<file path="config.mk">
export PLATFORM = sky130hd
export DESIGN_NAME = mod4051_accumulator
export DESIGN_NICKNAME = d
export VERILOG_FILES = /design/src/rtl/mod4051_accumulator.sv
export SDC_FILE = /design/constraint.sdc
export NUM_CORES = 1
export LEC_CHECK = 0
export BUFFER_PORTS_ARGS = -buffer_cell sky130_fd_sc_hd__buf_4
export CORE_AREA = 2 2 81 83
export DETAILED_ROUTE_END_ITERATION = 12
export DIE_AREA = 0 0 83 85
export GPL_TIMING_DRIVEN = 0
export PLACE_DENSITY = 0.79
export REMOVE_ABC_BUFFERS = 1
export SYNTH_ARGS = -nofsm -noshare
export SYNTH_HDL_FRONTEND = slang
export SYNTH_SLANG_ARGS = --single-unit
</file>
<file path="constraint.sdc">
create_clock -name clk -period 3.6 [get_ports clk]
set_input_delay 0.18 -clock clk [delete_from_list [all_inputs] [get_ports clk]]
set_output_delay 0.18 -clock clk [all_outputs]
set_load 0.005 [all_outputs]
</file>
<file path="src/rtl/mod4051_accumulator.sv">
// ---------------------------------------------------------------------------
// mod4051_accumulator
//
// Adds up a frame of residue terms modulo MOD and hands the reduced sum to
// downstream through a valid/ready pair. Each term comes from an upstream
// residue LUT stage. Because 2^W < 2*MOD, a single conditional subtraction
// is enough to bring any W-bit term, or any sum of two reduced values,
// back below MOD.
//
// Ports
//   clk        : single clock, all state updates on the rising edge
//   rst_n      : asynchronous active-low reset
//   in_valid   : upstream term present
//   in_ready   : block accepts a term this cycle (low while a result is held)
//   in_data    : W-bit partial residue
//   in_last    : term closes the current frame
//   out_valid  : frame result available
//   out_ready  : downstream accepts the result
//   out_data   : frame sum modulo MOD, always < MOD
//   out_count  : number of accepted terms, saturating at 2^CW-1
//   out_err    : at least one term in the frame was >= MOD
// ---------------------------------------------------------------------------
module mod4051_accumulator #(
  parameter int MOD = 4051,
  parameter int W   = 12,
  parameter int CW  = 10
) (
  input  logic          clk,
  input  logic          rst_n,
  input  logic          in_valid,
  output logic          in_ready,
  input  logic [W-1:0]  in_data,
  input  logic          in_last,
  output logic          out_valid,
  input  logic          out_ready,
  output logic [W-1:0]  out_data,
  output logic [CW-1:0] out_count,
  output logic          out_err
);

  typedef enum logic [1:0] {
    IDLE = 2'd0,
    ACC  = 2'd1,
    HOLD = 2'd2
  } state_t;

  localparam logic [W:0]    MOD_X   = (W+1)'(MOD);
  localparam logic [CW-1:0] CNT_MAX = {CW{1'b1}};
  localparam logic [CW-1:0] CNT_ONE = CW'(1);

  // One conditional subtraction of MOD; valid for any input below 2*MOD.
  function automatic logic [W-1:0] reduce_once(input logic [W:0] x);
    logic [W-1:0] r;
    if (x >= MOD_X) begin
      r = W'(x - MOD_X);
    end else begin
      r = x[W-1:0];
    end
    return r;
  endfunction

  state_t        state_q,     state_d;
  logic [W-1:0]  acc_q,       acc_d;
  logic [CW-1:0] cnt_q,       cnt_d;
  logic          err_q,       err_d;
  logic          in_ready_q,  in_ready_d;
  logic          out_valid_q, out_valid_d;
  logic [W-1:0]  out_data_q,  out_data_d;
  logic [CW-1:0] out_count_q, out_count_d;
  logic          out_err_q,   out_err_d;

  logic [W-1:0]  term_s;
  logic [W:0]    sum_s;
  logic [W-1:0]  acc_next_s;
  logic [CW-1:0] cnt_inc_s;
  logic          bad_s;
  logic          accept_s;

  // Datapath: reduce the incoming term, add it, reduce the sum, bump count.
  always_comb begin
    term_s     = reduce_once({1'b0, in_data});
    sum_s      = {1'b0, acc_q} + {1'b0, term_s};
    acc_next_s = reduce_once(sum_s);
    bad_s      = ({1'b0, in_data} >= MOD_X);
    accept_s   = in_valid && in_ready_q;
    if (cnt_q == CNT_MAX) begin
      cnt_inc_s = cnt_q;
    end else begin
      cnt_inc_s = cnt_q + CNT_ONE;
    end
  end

  // Next-state and next-output logic for the IDLE/ACC/HOLD controller.
  always_comb begin
    state_d     = state_q;
    acc_d       = acc_q;
    cnt_d       = cnt_q;
    err_d       = err_q;
    out_valid_d = out_valid_q;
    out_data_d  = out_data_q;
    out_count_d = out_count_q;
    out_err_d   = out_err_q;

    case (state_q)
      IDLE, ACC: begin
        if (accept_s) begin
          if (in_last) begin
            // Close the frame: present the result, running totals restart.
            state_d     = HOLD;
            out_valid_d = 1'b1;
            out_data_d  = acc_next_s;
            out_count_d = cnt_inc_s;
            out_err_d   = err_q | bad_s;
            acc_d       = '0;
            cnt_d       = '0;
            err_d       = 1'b0;
          end else begin
            state_d = ACC;
            acc_d   = acc_next_s;
            cnt_d   = cnt_inc_s;
            err_d   = err_q | bad_s;
          end
        end else begin
          state_d = state_q;
        end
      end
      HOLD: begin
        if (out_ready) begin
          state_d     = IDLE;
          out_valid_d = 1'b0;
          acc_d       = '0;
          cnt_d       = '0;
          err_d       = 1'b0;
        end else begin
          state_d = HOLD;
        end
      end
      default: begin
        state_d     = IDLE;
        out_valid_d = 1'b0;
        acc_d       = '0;
        cnt_d       = '0;
        err_d       = 1'b0;
      end
    endcase

    // in_ready is registered so it depends only on state, never on in_valid.
    in_ready_d = (state_d != HOLD);
  end

  // State and output registers.
  always_ff @(posedge clk or negedge rst_n) begin
    if (!rst_n) begin
      state_q     <= IDLE;
      acc_q       <= '0;
      cnt_q       <= '0;
      err_q       <= 1'b0;
      in_ready_q  <= 1'b1;
      out_valid_q <= 1'b0;
      out_data_q  <= '0;
      out_count_q <= '0;
      out_err_q   <= 1'b0;
    end else begin
      state_q     <= state_d;
      acc_q       <= acc_d;
      cnt_q       <= cnt_d;
      err_q       <= err_d;
      in_ready_q  <= in_ready_d;
      out_valid_q <= out_valid_d;
      out_data_q  <= out_data_d;
      out_count_q <= out_count_d;
      out_err_q   <= out_err_d;
    end
  end

  assign in_ready  = in_ready_q;
  assign out_valid = out_valid_q;
  assign out_data  = out_data_q;
  assign out_count = out_count_q;
  assign out_err   = out_err_q;

endmodule

</file>
==> results.cfg, run 1 <==
[sta]
tightest_slew_ps = 1171
finalMaxSlewViolations = 0
fmax_ghz = 0.2792
fin_skew_ps = 12.79
finalSetupTns_ps = 0
hold_viol_final = 0
setup_viol_count_final = 0
fin_crit_sh_pct = 99.49
worst_hold_slack_ps = 169.3
slew_headroom_pct = 21.70
finalWorstSetupSlack_ps = 18.53
min_period_ps = 3581

[drt]
firstDrtPassIters = 5
routed_wirelength_mm = 9.514
vias = 3593
ant_nets = 0
drt_iter0_markers = 247
routed_via_density = 6.326
wl_per_cell_um = 16.75
drc = 0

[floorplan]
core_area_um2 = 6205
rows = 29
fp.dieW_um = 83
die_area_um2 = 7055
start_util_pct = 57.05
fp.dieH_um = 85
boundaryPins = 42

[critical_path]
crit_type = in -> reg
critPathSlowestCell = a2111oi_4
crit_top_cell = buf_4
cp_max_fo = 4
cp.buffers_inverters = 4
cp-start-kind = input port
crit_family = compound AO/OA/AOI/OAI gates
path_cells = buf_4 -> ha_4 -> nor3_4 -> nor2_2 -> o21ai_2 -> xnor2_1 -> ha_2 -> inv_1 -> fa_2 -> nand2b_4 -> a21oi_4 -> xor2_2 -> nand4_1 -> a2111oi_4 -> buf_4 -> buf_4 -> a21oi_2 -> xnor2_1 -> o21ai_1
worstReg2RegStart = acc_q[0]
slowest_delay_ps = 500
reg2reg_depth = 13
cp-end-kind = register
crit_required_ps = 3750
r2r_slack_ps = 410
arrival_ps = 3730
rr_endpoint = out_data[0]

[place]
place.port_buffers = 41
dp_cells = 532
dpl.hpwl_mm = 6.216
gp_congestion = 0.8480
placed_area_um2 = 3905
dp_slack_ps = -1438

[pwr]
p_leak_nw = 1.936
ir_drop_v = 0.0004437
p_per_area_nw_per_um2 = 747.2
power_mw = 3.343

[hold_path]
hold_class = in -> reg
hold_path_depth = 3
worstHoldStart = out_ready
holdPathEnd = out_valid

[logic_synthesis]
synthArstFlopShare_pct = 100.0
seq_area_frac_synth_pct = 35.38
synth_common_cells = dfrtp_1 (49), nand2_1 (49), o21ai_0 (47)
synth.largest_area_cell = dfrtp_1
syn-cell-area_um2 = 3540
ys_seq_elements = 50
synth_edf_count = 0
yosysWarnings = 0
synthTopCellsByArea = dfrtp_1 (35%), o21ai_0 (6.6%), ha_1 (5.3%), nand2_1 (5.2%), nor2_1 (4.3%)
yosysUniqueCellTypes = 57
yosysTopAreaCellShare_pct = 34.64
ys.flop_type = dfrtp_1
netlist_instances = 432
synth.avg_cell_area_um2 = 8.194

[clock_tree]
htree_num_levels = 2
cts.sinks = 50
path_clk_slew_ps = 100
cts_root_buf = clkbuf_8
clockBufferDepth = 2
cts_made_buffers = 5
insertion_delay_ps = 310
cts_tree = yes

[cells_and_area]
utilization_pct = 72.11
fillers = 468
seq_area_um2 = 1252
area_growth_pct = 26.41
finalNonFillerCells = 568
finalNetCount = 523
final_area_um2 = 4474
multi_input_area_um2 = 2434
drive_above_1_share_pct = 26.27
antennaDiodeCount = 0

[global_route]
grt_pass1_wl_mm = 15.39
grt_pass1_vias = 3505
antenna_found_initial = 0
grt_overflow = 0
grt.total_usage_pct = 26.20
grt_max_degree = 51

[outcome]
status = complete, no violations

[run]
maxCapViolCount = 0
## layout make-up
type                    instances  share of cell area, %
repair buffers                 71                  12.50
well taps                      77                  2.153
flip-flops and latches         50                  27.99
clock buffers                   6                  1.846
clock inverters                 2                 0.2796
inverters                      10                 0.8389
multi-input cells             352                  54.39
## worst max-delay path by stage
stage                     from     endpoint  slack [ps]  depth (start not counted)
floorplan           in_data[0]  out_data[8]        -450                         16
global placement    in_data[0]  out_data[8]       -1350                         17
finish              in_data[0]  out_data[0]          20                         19
global route        in_data[0]  out_data[0]        -140                         19
detailed placement  in_data[0]  out_data[8]       -1440                         17
CTS                 in_data[0]  out_data[5]           3                         18
## cells in the final DEF (no fill, tap or decap), types with 3 or more instances in the layout
cell type / n
a31oi_1: 5
xnor2_2: 4
nand2_1: 49
nor2b_1: 6
xnor2_1: 11
ha_2: 3
nor2_1: 39
clkbuf_8: 6
nand4_1: 9
nand2b_1: 3
buf_4: 67
a21o_1: 6
nor3b_1: 5
a21oi_2: 6
and3_1: 4
a22o_1: 4
a211oi_1: 6
o21a_1: 7
nand3_1: 17
o22ai_1: 4
a21oi_1: 13
o21ai_0: 43
inv_1: 10
o31ai_1: 3
o21ai_1: 5
or3_1: 3
dfrtp_1: 49
nand3b_1: 5
nor3_1: 11
nor4_1: 4
and2_1: 4
nor3_2: 4
a22oi_1: 3
ha_1: 11
## where the power goes
part           internal, mW  leakage (nW)  switching (mW)  total (mW)
sequential            0.709         0.650           0.110       0.819
clock                 0.155        0.0472           0.196       0.351
combinational         0.987          1.24            1.19        2.17
## cell families (layout without fill, tap and decap cells)
logic type | after synthesis | after routing | share of synthesized area, %
buf+inv | 30 | 89 | 3.287
simple gates | 179 | 179 | 24.71
compound gates | 132 | 132 | 24.28
fa+ha+maj | 16 | 16 | 5.868
flops | 50 | 50 | 35.38
xor+xnor | 20 | 20 | 4.949
mux | 5 | 5 | 1.520
## tightest hold or removal path: stages
cell     delay [ps]
buf_4            80
o21ai_0          70
o21a_1          100
## per-layer routing
layer | up-vias | GRT usage [%] | share of wire [%]
met5 | - | 0 | 0
met4 | 0 | 13.11 | 4.9
met3 | 42 | 3.696 | 6.4
met2 | 160 | 44.65 | 47
met1 | 1698 | 32.73 | 41
li1 | 1693 | - | -
## sequential cells by signal, summed over array words and instances, names as in the netlist
| signal | count |
|---|---|
| acc_q | 12 |
| cnt_q | 10 |
| err_q | 1 |
| in_ready | 1 |
| out_count | 10 |
| out_data | 12 |
| out_err | 1 |
| out_valid | 1 |
| state_q | 2 |
## timing repair
action                                  4_1_cts  5_1_grt
endpoints found under the setup margin       24       23
cloned                                        0        0
hold buffers                                  1        0
pin swaps                                    19       15
buffers inserted                             20        7
gates resized for setup                      26       28
hold endpoints to repair                     49        0
No activity file was read; power rests on OpenSTA's default activity.
==> run 2, diff against run 1 <==
--- a/config.mk
+++ b/config.mk
@@ -5,13 +5,15 @@
 export SDC_FILE = /design/constraint.sdc
 export NUM_CORES = 1
 export LEC_CHECK = 0
+export ABC_AREA = 1
 export BUFFER_PORTS_ARGS = -buffer_cell sky130_fd_sc_hd__buf_4
-export CORE_AREA = 2 2 81 83
+export CORE_AREA = 2 2 82 84
 export DETAILED_ROUTE_END_ITERATION = 12
-export DIE_AREA = 0 0 83 85
+export DIE_AREA = 0 0 84 86
 export GPL_TIMING_DRIVEN = 0
-export PLACE_DENSITY = 0.79
+export PLACE_DENSITY = 0.78
 export REMOVE_ABC_BUFFERS = 1
+export SKIP_CTS_REPAIR_TIMING = 1
 export SYNTH_ARGS = -nofsm -noshare
 export SYNTH_HDL_FRONTEND = slang
 export SYNTH_SLANG_ARGS = --single-unit
==> run 2 against run 1 <==
  * Synthesized area up 2.3%
  * Cell area is 7.6% lower
  * Sequential share of layout area increased by 2.3 points
  * Final cell count rose by 13%
  * Die area increased by 2.4%
  * Via count fell by 6.9%
  * First-iteration DRC count down 16%
  * Register-to-register slack better by 300 ps
  * Maximum frequency rose by 7.2%
  * Synthesized cell count grew 21%
  * Sequential power rose by 1%
  * Critical endpoint is now acc_q[2]
  * Largest cell class unchanged
==> results.cfg, run 2 <==
[drt]
ant_nets = 0
firstDrtPassIters = 4
routed_wirelength_mm = 8.261
routed_via_density = 5.227
drt_iter0_markers = 208
vias = 3345
wl_per_cell_um = 12.91
drc = 0

[critical_path]
worstReg2RegStart = state_q[1]
cp-start-kind = input port
crit_top_cell = nand2_1
cp-end-kind = register
crit_required_ps = 3840
critPathSlowestCell = fa_1
reg2reg_depth = 9
crit_type = in -> reg
slowest_delay_ps = 380
arrival_ps = 3580
cp_max_fo = 14
crit_family = simple AND/OR/NAND/NOR gates
worst-path-stages = 26
critPathLaunch = in_data[0]
cp.buffers_inverters = 5

[floorplan]
rows = 29
fp.dieH_um = 86
start_util_pct = 57.66
core_area_um2 = 6277
boundaryPins = 42
fp.dieW_um = 84
die_area_um2 = 7224

[logic_synthesis]
synthArstFlopShare_pct = 100.0
synth_common_cells = nand2_1 (174), inv_1 (74), dfrtp_1 (49)
ys_seq_elements = 50
synth.avg_cell_area_um2 = 6.908
yosysUniqueCellTypes = 36
yosysTopAreaCellShare_pct = 33.87
synthTopCellsByArea = dfrtp_1 (34%), nand2_1 (18%), inv_1 (7.7%), nand3_1 (6.2%), ha_1 (5.2%)
synth.largest_area_cell = dfrtp_1
synth_edf_count = 0
seq_area_frac_synth_pct = 34.60
syn-cell-area_um2 = 3620
ys.flop_type = dfrtp_1
yosysWarnings = 0
netlist_instances = 524
yosysMostFrequentCell = nand2_1

[pwr]
p_per_area_nw_per_um2 = 745.5
ir_drop_v = 0.0004759
power_mw = 3.084
p_leak_nw = 2.299

[hold_path]
hold_class = in -> reg
worstHoldStart = in_last
hold_path_depth = 2

[cells_and_area]
layout_commonest_cell = nand2_1
final_cell_mix = nand2_1 (173), inv_1 (73), dfrtp_1 (49), nand3_1 (45), buf_4 (41)
finalNetCount = 595
finalNonFillerCells = 640
drive_above_1_share_pct = 17.58
area_growth_pct = 14.28
antennaDiodeCount = 0

[clock_tree]
htree_num_levels = 2
insertion_delay_ps = 300
path_clk_slew_ps = 90
clockBufferDepth = 2
cts_tree = yes
cts_made_buffers = 5
cts_root_buf = clkbuf_8
cts.sinks = 50

[global_route]
grt_max_degree = 51
antenna_found_initial = 0
grt.total_usage_pct = 23.69
grt_pass1_vias = 3072
grt_pass1_wl_mm = 13.90
grt_overflow = 0

[place]
dpl.hpwl_mm = 6.236
gp_congestion = 0.8447
dp_cells = 630
place.port_buffers = 41
dp_slack_ps = -1273

[sta]
hold_viol_final = 0
finalMaxSlewViolations = 0
setup_viol_count_final = 0
slew_headroom_pct = 11.04
tightest_slew_ps = 1325
rsz0062_at_grt = false
fin_crit_sh_pct = 92.84
finalWorstSetupSlack_ps = 257.9
fmax_ghz = 0.2992
fin_skew_ps = 7.896
min_period_ps = 3342

[run]
maxCapViolCount = 0

[outcome]
status = complete, no violations
## run 2: changes by cell type after synthesis, sizes merged, moves of 11 or more
cell and change:
nand2 +155, inv +69, nand3 +29, o21ai -25, a21oi -13, xnor2 -12, nor3 -11
## run 2: layout make-up
| class | count | area, um2 |
|---|---|---|
| multi-input combinational | 384 | 2063 |
| clock inverter | 2 | 37.54 |
| timing repair buffer | 42 | 317.8 |
| tap | 77 | 96.34 |
| clock buffer | 6 | 72.57 |
| fill | 584 | 2141 |
| inverter | 79 | 296.5 |
| sequential | 50 | 1252 |
## run 2: cell families (layout without fill, tap and decap cells)
| kind of cell | Yosys count | after routing | share of synthesized area (%) |
|---|---|---|---|
| AND/OR/NAND/NOR | 306 | 307 | 38.92 |
| buffers and inverters | 91 | 129 | 10.20 |
| flip-flops | 50 | 50 | 34.60 |
| AO/OA/AOI/OAI | 47 | 47 | 7.155 |
| adder cells (fa/ha/maj) | 16 | 16 | 5.738 |
| XOR/XNOR | 14 | 14 | 3.387 |
## run 2: path summary, 6_finish.rpt
path,slack [ps],to
min,60,state_q[0]
max reg2reg,710,state_q[1]
max,260,acc_q[2]
min reg2reg,490,out_count[2]
max in group asynchronous,2730,acc_q[10]
min in group asynchronous,440,acc_q[0]
## run 2: where the power goes
| group | switching [mW] | internal (mW) |
|---|---|---|
| Sequential | 0.100 | 0.731 |
| Clock | 0.184 | 0.207 |
| Combinational | 1.19 | 0.667 |
| Total | 1.48 | 1.61 |
## run 2: through the flow
step                TNS (ps)  utilization [%]  hold slack (ps)  instance area (um2)
floorplan                  0                -           -115.6                 3547
global placement      -27640            62.95            231.4                 3951
detailed placement    -29000            62.95            234.6                 3951
CTS                   -21880            64.70           -96.67                 4061
global route               0            65.90            49.30                 4136
finish                     0            65.90            58.90                 4136
## run 2: per-layer routing
layer,track usage [%],wire length (um),up-vias
li1,-,-,1718
met1,32.20,3825,1536
met2,39.78,3917,83
met3,3.465,415,8
met4,6.745,102,0
met5,0,0,-
